`src/rtl/fp4_mac_pkg.sv`:
```
// Shared types and constants for the FP4 MAC control path.
// The sequencer state encoding and the delay-line tag live here.
package fp4_mac_pkg;

    typedef enum logic [2:0] {
        ST_IDLE   = 3'd0,
        ST_CLEAR  = 3'd1,
        ST_STREAM = 3'd2,
        ST_DRAIN  = 3'd3,
        ST_HOLD   = 3'd4
    } seq_state_t;

    typedef struct packed {
        logic valid;
        logic last;
    } seq_tag_t;

    localparam int unsigned MUL_LAT_MAX = 4;
    localparam logic [3:0]  FP4_ZERO    = 4'b0000;

endpackage

```
`src/rtl/fp4_seq_delay.sv`:
```
// {valid,last} tag shift register that tracks operand pairs through the multiplier.
// The last stage is registered, so the strobes derived from it are glitch-free.
module fp4_seq_delay
    import fp4_mac_pkg::*;
#(
    parameter int unsigned DEPTH = 1
) (
    input  logic     i_clk,
    input  logic     i_rst,
    input  seq_tag_t i_tag,
    output seq_tag_t o_tag
);

    seq_tag_t r_stage [DEPTH];

    // Advance every tag one stage per cycle; reset discards in-flight tags
    always_ff @(posedge i_clk or posedge i_rst) begin
        if (i_rst) begin
            for (int i = 0; i < int'(DEPTH); i++) begin
                r_stage[i] <= '0;
            end
        end else begin
            r_stage[0] <= i_tag;
            for (int i = 1; i < int'(DEPTH); i++) begin
                r_stage[i] <= r_stage[i-1];
            end
        end
    end

    assign o_tag = r_stage[DEPTH-1];

endmodule

```
`src/rtl/fp4_dot_sequencer.sv`:
```
// Job-level controller for the FP4 MAC datapath: clears the accumulator, counts
// operand pairs, aligns accumulate/flush strobes to the multiplier, returns the result.
module fp4_dot_sequencer
    import fp4_mac_pkg::*;
#(
    parameter int unsigned LEN_W   = 6,
    parameter int unsigned MUL_LAT = 1
) (
    input  logic             i_clk,
    input  logic             i_rst,
    input  logic             i_job_valid,
    input  logic [LEN_W-1:0] i_job_len,
    output logic             o_job_ready,
    input  logic             i_op_valid,
    output logic             o_op_ready,
    output logic             o_acc_clear,
    output logic             o_acc_valid,
    output logic             o_acc_flush,
    input  logic             i_acc_fp4_valid,
    input  logic [3:0]       i_acc_fp4,
    output logic             o_res_valid,
    output logic [3:0]       o_res_fp4,
    input  logic             i_res_ready,
    output logic             o_busy
);

    localparam int unsigned LAT = (MUL_LAT == 0) ? 1 :
                                  ((MUL_LAT > MUL_LAT_MAX) ? MUL_LAT_MAX : MUL_LAT);

    seq_state_t       r_state;
    seq_state_t       w_next;
    logic [LEN_W-1:0] r_len;
    logic [LEN_W-1:0] r_cnt;
    logic             r_job_ready;
    logic             r_op_ready;
    logic             r_acc_clear;
    logic             r_res_valid;
    logic             r_busy;
    logic [3:0]       r_res_fp4;
    logic             w_job_fire;
    logic             w_op_fire;
    logic             w_res_fire;
    logic             w_last;
    seq_tag_t         w_push;
    seq_tag_t         w_tag_out;

    assign w_job_fire = i_job_valid & r_job_ready;
    assign w_op_fire  = i_op_valid & r_op_ready;
    assign w_res_fire = r_res_valid & i_res_ready;
    // Compare against N-1 so that N = 2^LEN_W-1 never needs a wrapped count
    assign w_last     = (r_cnt == (r_len - LEN_W'(1)));

    // Next-state decode and delay-line push for the job sequence
    always_comb begin
        w_next = r_state;
        w_push = '0;
        case (r_state)
            ST_IDLE: begin
                if (w_job_fire) begin
                    if (i_job_len == '0) begin
                        w_next = ST_HOLD;
                    end else begin
                        w_next = ST_CLEAR;
                    end
                end else begin
                    w_next = ST_IDLE;
                end
            end
            ST_CLEAR: begin
                w_next = ST_STREAM;
            end
            ST_STREAM: begin
                if (w_op_fire) begin
                    w_push.valid = 1'b1;
                    w_push.last  = w_last;
                    if (w_last) begin
                        w_next = ST_DRAIN;
                    end else begin
                        w_next = ST_STREAM;
                    end
                end else begin
                    w_next = ST_STREAM;
                end
            end
            ST_DRAIN: begin
                if (i_acc_fp4_valid) begin
                    w_next = ST_HOLD;
                end else begin
                    w_next = ST_DRAIN;
                end
            end
            ST_HOLD: begin
                if (w_res_fire) begin
                    w_next = ST_IDLE;
                end else begin
                    w_next = ST_HOLD;
                end
            end
            default: begin
                w_next = ST_IDLE;
            end
        endcase
    end

    // State register; handshake and strobe outputs are registered from the next state
    always_ff @(posedge i_clk or posedge i_rst) begin
        if (i_rst) begin
            r_state     <= ST_IDLE;
            r_job_ready <= 1'b1;
            r_op_ready  <= 1'b0;
            r_acc_clear <= 1'b0;
            r_res_valid <= 1'b0;
            r_busy      <= 1'b0;
        end else begin
            r_state     <= w_next;
            r_job_ready <= (w_next == ST_IDLE);
            r_op_ready  <= (w_next == ST_STREAM);
            r_acc_clear <= (w_next == ST_CLEAR);
            r_res_valid <= (w_next == ST_HOLD);
            r_busy      <= (w_next != ST_IDLE);
        end
    end

    // Job length latch and operand issue counter
    always_ff @(posedge i_clk or posedge i_rst) begin
        if (i_rst) begin
            r_len <= '0;
            r_cnt <= '0;
        end else if (w_job_fire) begin
            r_len <= i_job_len;
            r_cnt <= '0;
        end else if ((r_state == ST_STREAM) && w_op_fire) begin
            r_cnt <= r_cnt + LEN_W'(1);
        end
    end

    // Result capture: zero for empty jobs, accumulator output only while draining
    always_ff @(posedge i_clk or posedge i_rst) begin
        if (i_rst) begin
            r_res_fp4 <= FP4_ZERO;
        end else if ((r_state == ST_IDLE) && w_job_fire && (i_job_len == '0)) begin
            r_res_fp4 <= FP4_ZERO;
        end else if ((r_state == ST_DRAIN) && i_acc_fp4_valid) begin
            r_res_fp4 <= i_acc_fp4;
        end
    end

    fp4_seq_delay #(
        .DEPTH (LAT)
    ) u_delay (
        .i_clk (i_clk),
        .i_rst (i_rst),
        .i_tag (w_push),
        .o_tag (w_tag_out)
    );

    assign o_job_ready = r_job_ready;
    assign o_op_ready  = r_op_ready;
    assign o_acc_clear = r_acc_clear;
    assign o_acc_valid = w_tag_out.valid;
    assign o_acc_flush = w_tag_out.valid & w_tag_out.last;
    assign o_res_valid = r_res_valid;
    assign o_res_fp4   = r_res_fp4;
    assign o_busy      = r_busy;

endmodule

```
`config.mk`:
```
export PLATFORM = sky130hd
export DESIGN_NAME = fp4_dot_sequencer
export DESIGN_NICKNAME = d
export VERILOG_FILES = /design/src/rtl/fp4_mac_pkg.sv /design/src/rtl/fp4_seq_delay.sv /design/src/rtl/fp4_dot_sequencer.sv
export SDC_FILE = /design/constraint.sdc
export NUM_CORES = 1
export LEC_CHECK = 0
export CAP_MARGIN = 15
export CORE_MARGIN = 8
export CORE_UTILIZATION = 41
export CTS_CLUSTER_DIAMETER = 80
export CTS_CLUSTER_SIZE = 24
export DETAILED_ROUTE_END_ITERATION = 10
export PLACE_DENSITY_LB_ADDON = 0.08
export SYNTH_ARGS = -nofsm -noshare
export SYNTH_HDL_FRONTEND = slang
export SYNTH_SLANG_ARGS = --single-unit
```
`constraint.sdc`:
```
create_clock -name i_clk -period 5.3 [get_ports i_clk]
set_clock_uncertainty 0.05 [all_clocks]
set_input_delay 1.06 -clock i_clk [delete_from_list [all_inputs] [get_ports i_clk]]
set_output_delay 1.06 -clock i_clk [all_outputs]
set_load 0.02 [all_outputs]
```
==> flow_summary.ini <==
[worst_setup_path]
rr_startpoint = r_len[0]$_DFFE_PP0P_
worstPathCellList = clkdlybuf4s50_1
crit_buf_inv = 1
arrival_ps = 1490
required_ps = 4190
reg2regPathDepth = 6
regToRegEndpoint = o_op_ready$_DFF_PP0_
worstSetupPathType = reg2out
path_delay_family = buffers and inverters
critPathLaunchType = register
slowest_delay_ps = 600
end_kind = primary output
crit_slowest_cell = clkdlybuf4s50_1
r2r_slack_ps = 3300
cp_max_fo = 4

[clock_network]
cts_tree = done
clockBufferDepth = 2
clock-sinks = 26
cts_root_buf = clkbuf_4
post_cts_buffers = 0
htreeDepth = 1
clk_latency_ps = 310
numCtsBuffers = 3
cts_resized = 0
clk_pin_slew_worst_paths_ps = 130
cts_hold_buf = 0

[power_and_ir_drop]
pwr-share-seq_pct = 42.9
clockPowerShare_pct = 12.3
power-per-cell-area_nw_per_um2 = 508
leakage_nw = 0.670
internal_power_mw = 0.503
power.net_switching_mw = 0.293
switching_share_pct = 36.8
ir_drop_uv = 190
p_comb_share_pct = 44.8

[synth]
ys_types = 31
synth_top_area_cell = dfrtp_1
ys_async_sr_fraction_pct = 100
synth.most_common_cell = dfrtp_1
synth-edff-count = 0
netlist_area_um2 = 1250
synth-seq-cells = 26
avgSynthCellArea_um2 = 11.2
synthTopCellsByArea = dfrtp_1 50%, xor2_1 5.6%, xnor2_1 4.9%
ys_seq_area_share_pct = 51.9
synth.net_count = 130
yosys.area.top_type_share_pct = 49.9
yosys-top-cells-count = 25 x dfrtp_1, 15 x nor2_1, 8 x xor2_1, 7 x xnor2_1
yosysWarnings = 0
ys_dominant_reg_cell = dfrtp_1
synth_cells = 112

[min_path]
whs_endpoint = o_res_fp4[2]$_DFFE_PP0P_
hold_start = o_res_fp4[2]$_DFFE_PP0P_
worstHoldPathType = reg2reg
hold_depth = 2

[grt]
grt_usage_pct = 10.3
grt_overflow_total = 0
grt_pass1_wl_um = 4160
grt_pass1_vias = 886
grt_max_degree = 27
antenna_found_initial = 0

[sta]
hold_violations = 0
setup_viol = 0
fmax_mhz = 384
rsz0062_at_grt = no
worst_pin_slew_ps = 978
fin_crit_sh_pct = 49.2
setup_tns_ps = 0
slew_viol_final = 0
max-slew-margin-rel_pct = 34.7
layout_min_cycle_time_ps = 2600

[cells_and_area]
nFillCells = 274
final_area_um2 = 1570
diodes = 0
postLayoutCoreUtil_pct = 52.6
nets = 156
drive_gt1_share_pct = 7.30
syn_to_final_growth_pct = 24.8

[route]
viasPerCell = 5.32
via_count = 905
drtIter0Drc = 44
firstDrtPassIters = 4
wl_per_cell_um = 14.6
drc = 0
ant_nets = 0
drt_wl_total_um = 2480

[run]
maxCapViolCount = 0

[placed_design]
placed_area_um2 = 1530
port_buffers = 26
place.gp.congestion = 0.762
hpwl_um = 1900

[floorplanning]
coreArea_um2 = 2980
initial_utilization_pct = 42.1
die_w_um = 71.3
die_y_um = 71.3
num_rows = 20
dieArea_um2 = 5090
ioPinCount = 27

[status]
outcome = complete, no violations
==> routing by layer <==
layer / share of wire, % / GRT usage, %
met1: 44 / 12.1
met2: 49 / 16.2
met4: 1.5 / 5.54
met5: 0 / 0
met3: 4.9 / 3.21
==> layout make-up <==
type,count,area [µm²],area share (%)
Inverter,3,11.3,0.719
Sequential cell,26,652,41.6
Clock buffer,4,36.3,2.32
Tap cell,33,41.3,2.64
Multi-Input combinational cell,78,566,36.1
Timing Repair Buffer,26,260,16.6
==> layout by cell type, fill, tap and decap left out <==
master	n
inv_1	3
nor2_1	15
a211oi_1	1
or3b_1	1
nand2_1	4
nand4_1	3
ha_1	2
or4b_1	1
mux2_2	4
xor2_1	8
nor4bb_1	1
xnor2_1	7
nand4bb_1	1
clkdlybuf4s50_1	26
and3_1	1
clkbuf_8	1
nand3_1	3
and4b_1	1
and4bb_4	1
nor4_1	2
nand2b_1	1
clkbuf_4	3
dfstp_2	1
nor3b_1	3
dfrtp_1	25
a31oi_1	1
nor3_1	1
o21ai_0	3
o211a_1	1
and2_1	5
a311o_1	2
mux2i_1	5
==> cells by family (layout without fill, tap and decap cells) <==
logic type,count (synthesis),count (layout),share of synthesized area [%]
flip-flops,26,26,51.9
AND/OR/NAND/NOR,44,44,20.3
buffers and inverters,8,33,2.99
adder cells (fa/ha/maj),2,2,1.99
XOR/XNOR,15,15,10.5
multiplexers,9,9,7.58
AO/OA/AOI/OAI,8,8,4.69
==> state kept, by name, indices dropped and copies added, names as in the netlist, 2 cells and up <==
name	flops
r_len	6
o_res_fp4	4
r_state	3
r_cnt	6
u_delay.o_tag	2
==> stage by stage <==
step                instances  setup slack (ps)  total power, mW  hold WS, ps
finish                    170              2700            0.795          491
global route              170              2630            0.856          531
CTS                       170              2680            0.809          505
detailed placement        166              2390            0.708          468
global placement          166              2390            0.698          450
floorplan                 112              2970            0.586          451
==> how the worst max path moves through the flow <==
| stage | from | endpoint | cells after the start | slack (ps) |
|---|---|---|---|---|
| after floorplan | i_op_valid | o_op_ready$_DFF_PP0_ | 4 | 2970 |
| after global placement | i_op_valid | o_op_ready$_DFF_PP0_ | 5 | 2390 |
| after CTS | o_job_ready$_DFF_PP1_ | o_job_ready | 1 | 2680 |
| after detailed placement | i_job_len[3] | o_busy$_DFF_PP0_ | 5 | 2390 |
| after global routing | i_job_len[3] | o_busy$_DFF_PP0_ | 5 | 2630 |
| final | o_job_ready$_DFF_PP1_ | o_job_ready | 1 | 2700 |
==> power by group through the flow <==
| stage | registers [mW] | logic [mW] | clock network (mW) |
|---|---|---|---|
| 3_3_place_gp | 0.343 | 0.356 | 0 |
| 4_1_cts | 0.342 | 0.363 | 0.104 |
| 5_1_grt | 0.353 | 0.390 | 0.113 |
| 2_1_floorplan | 0.368 | 0.218 | 0 |
| 3_5_place_dp | 0.346 | 0.362 | 0 |
| 6_report | 0.341 | 0.356 | 0.0982 |
Power figures use the tool's default switching activity.
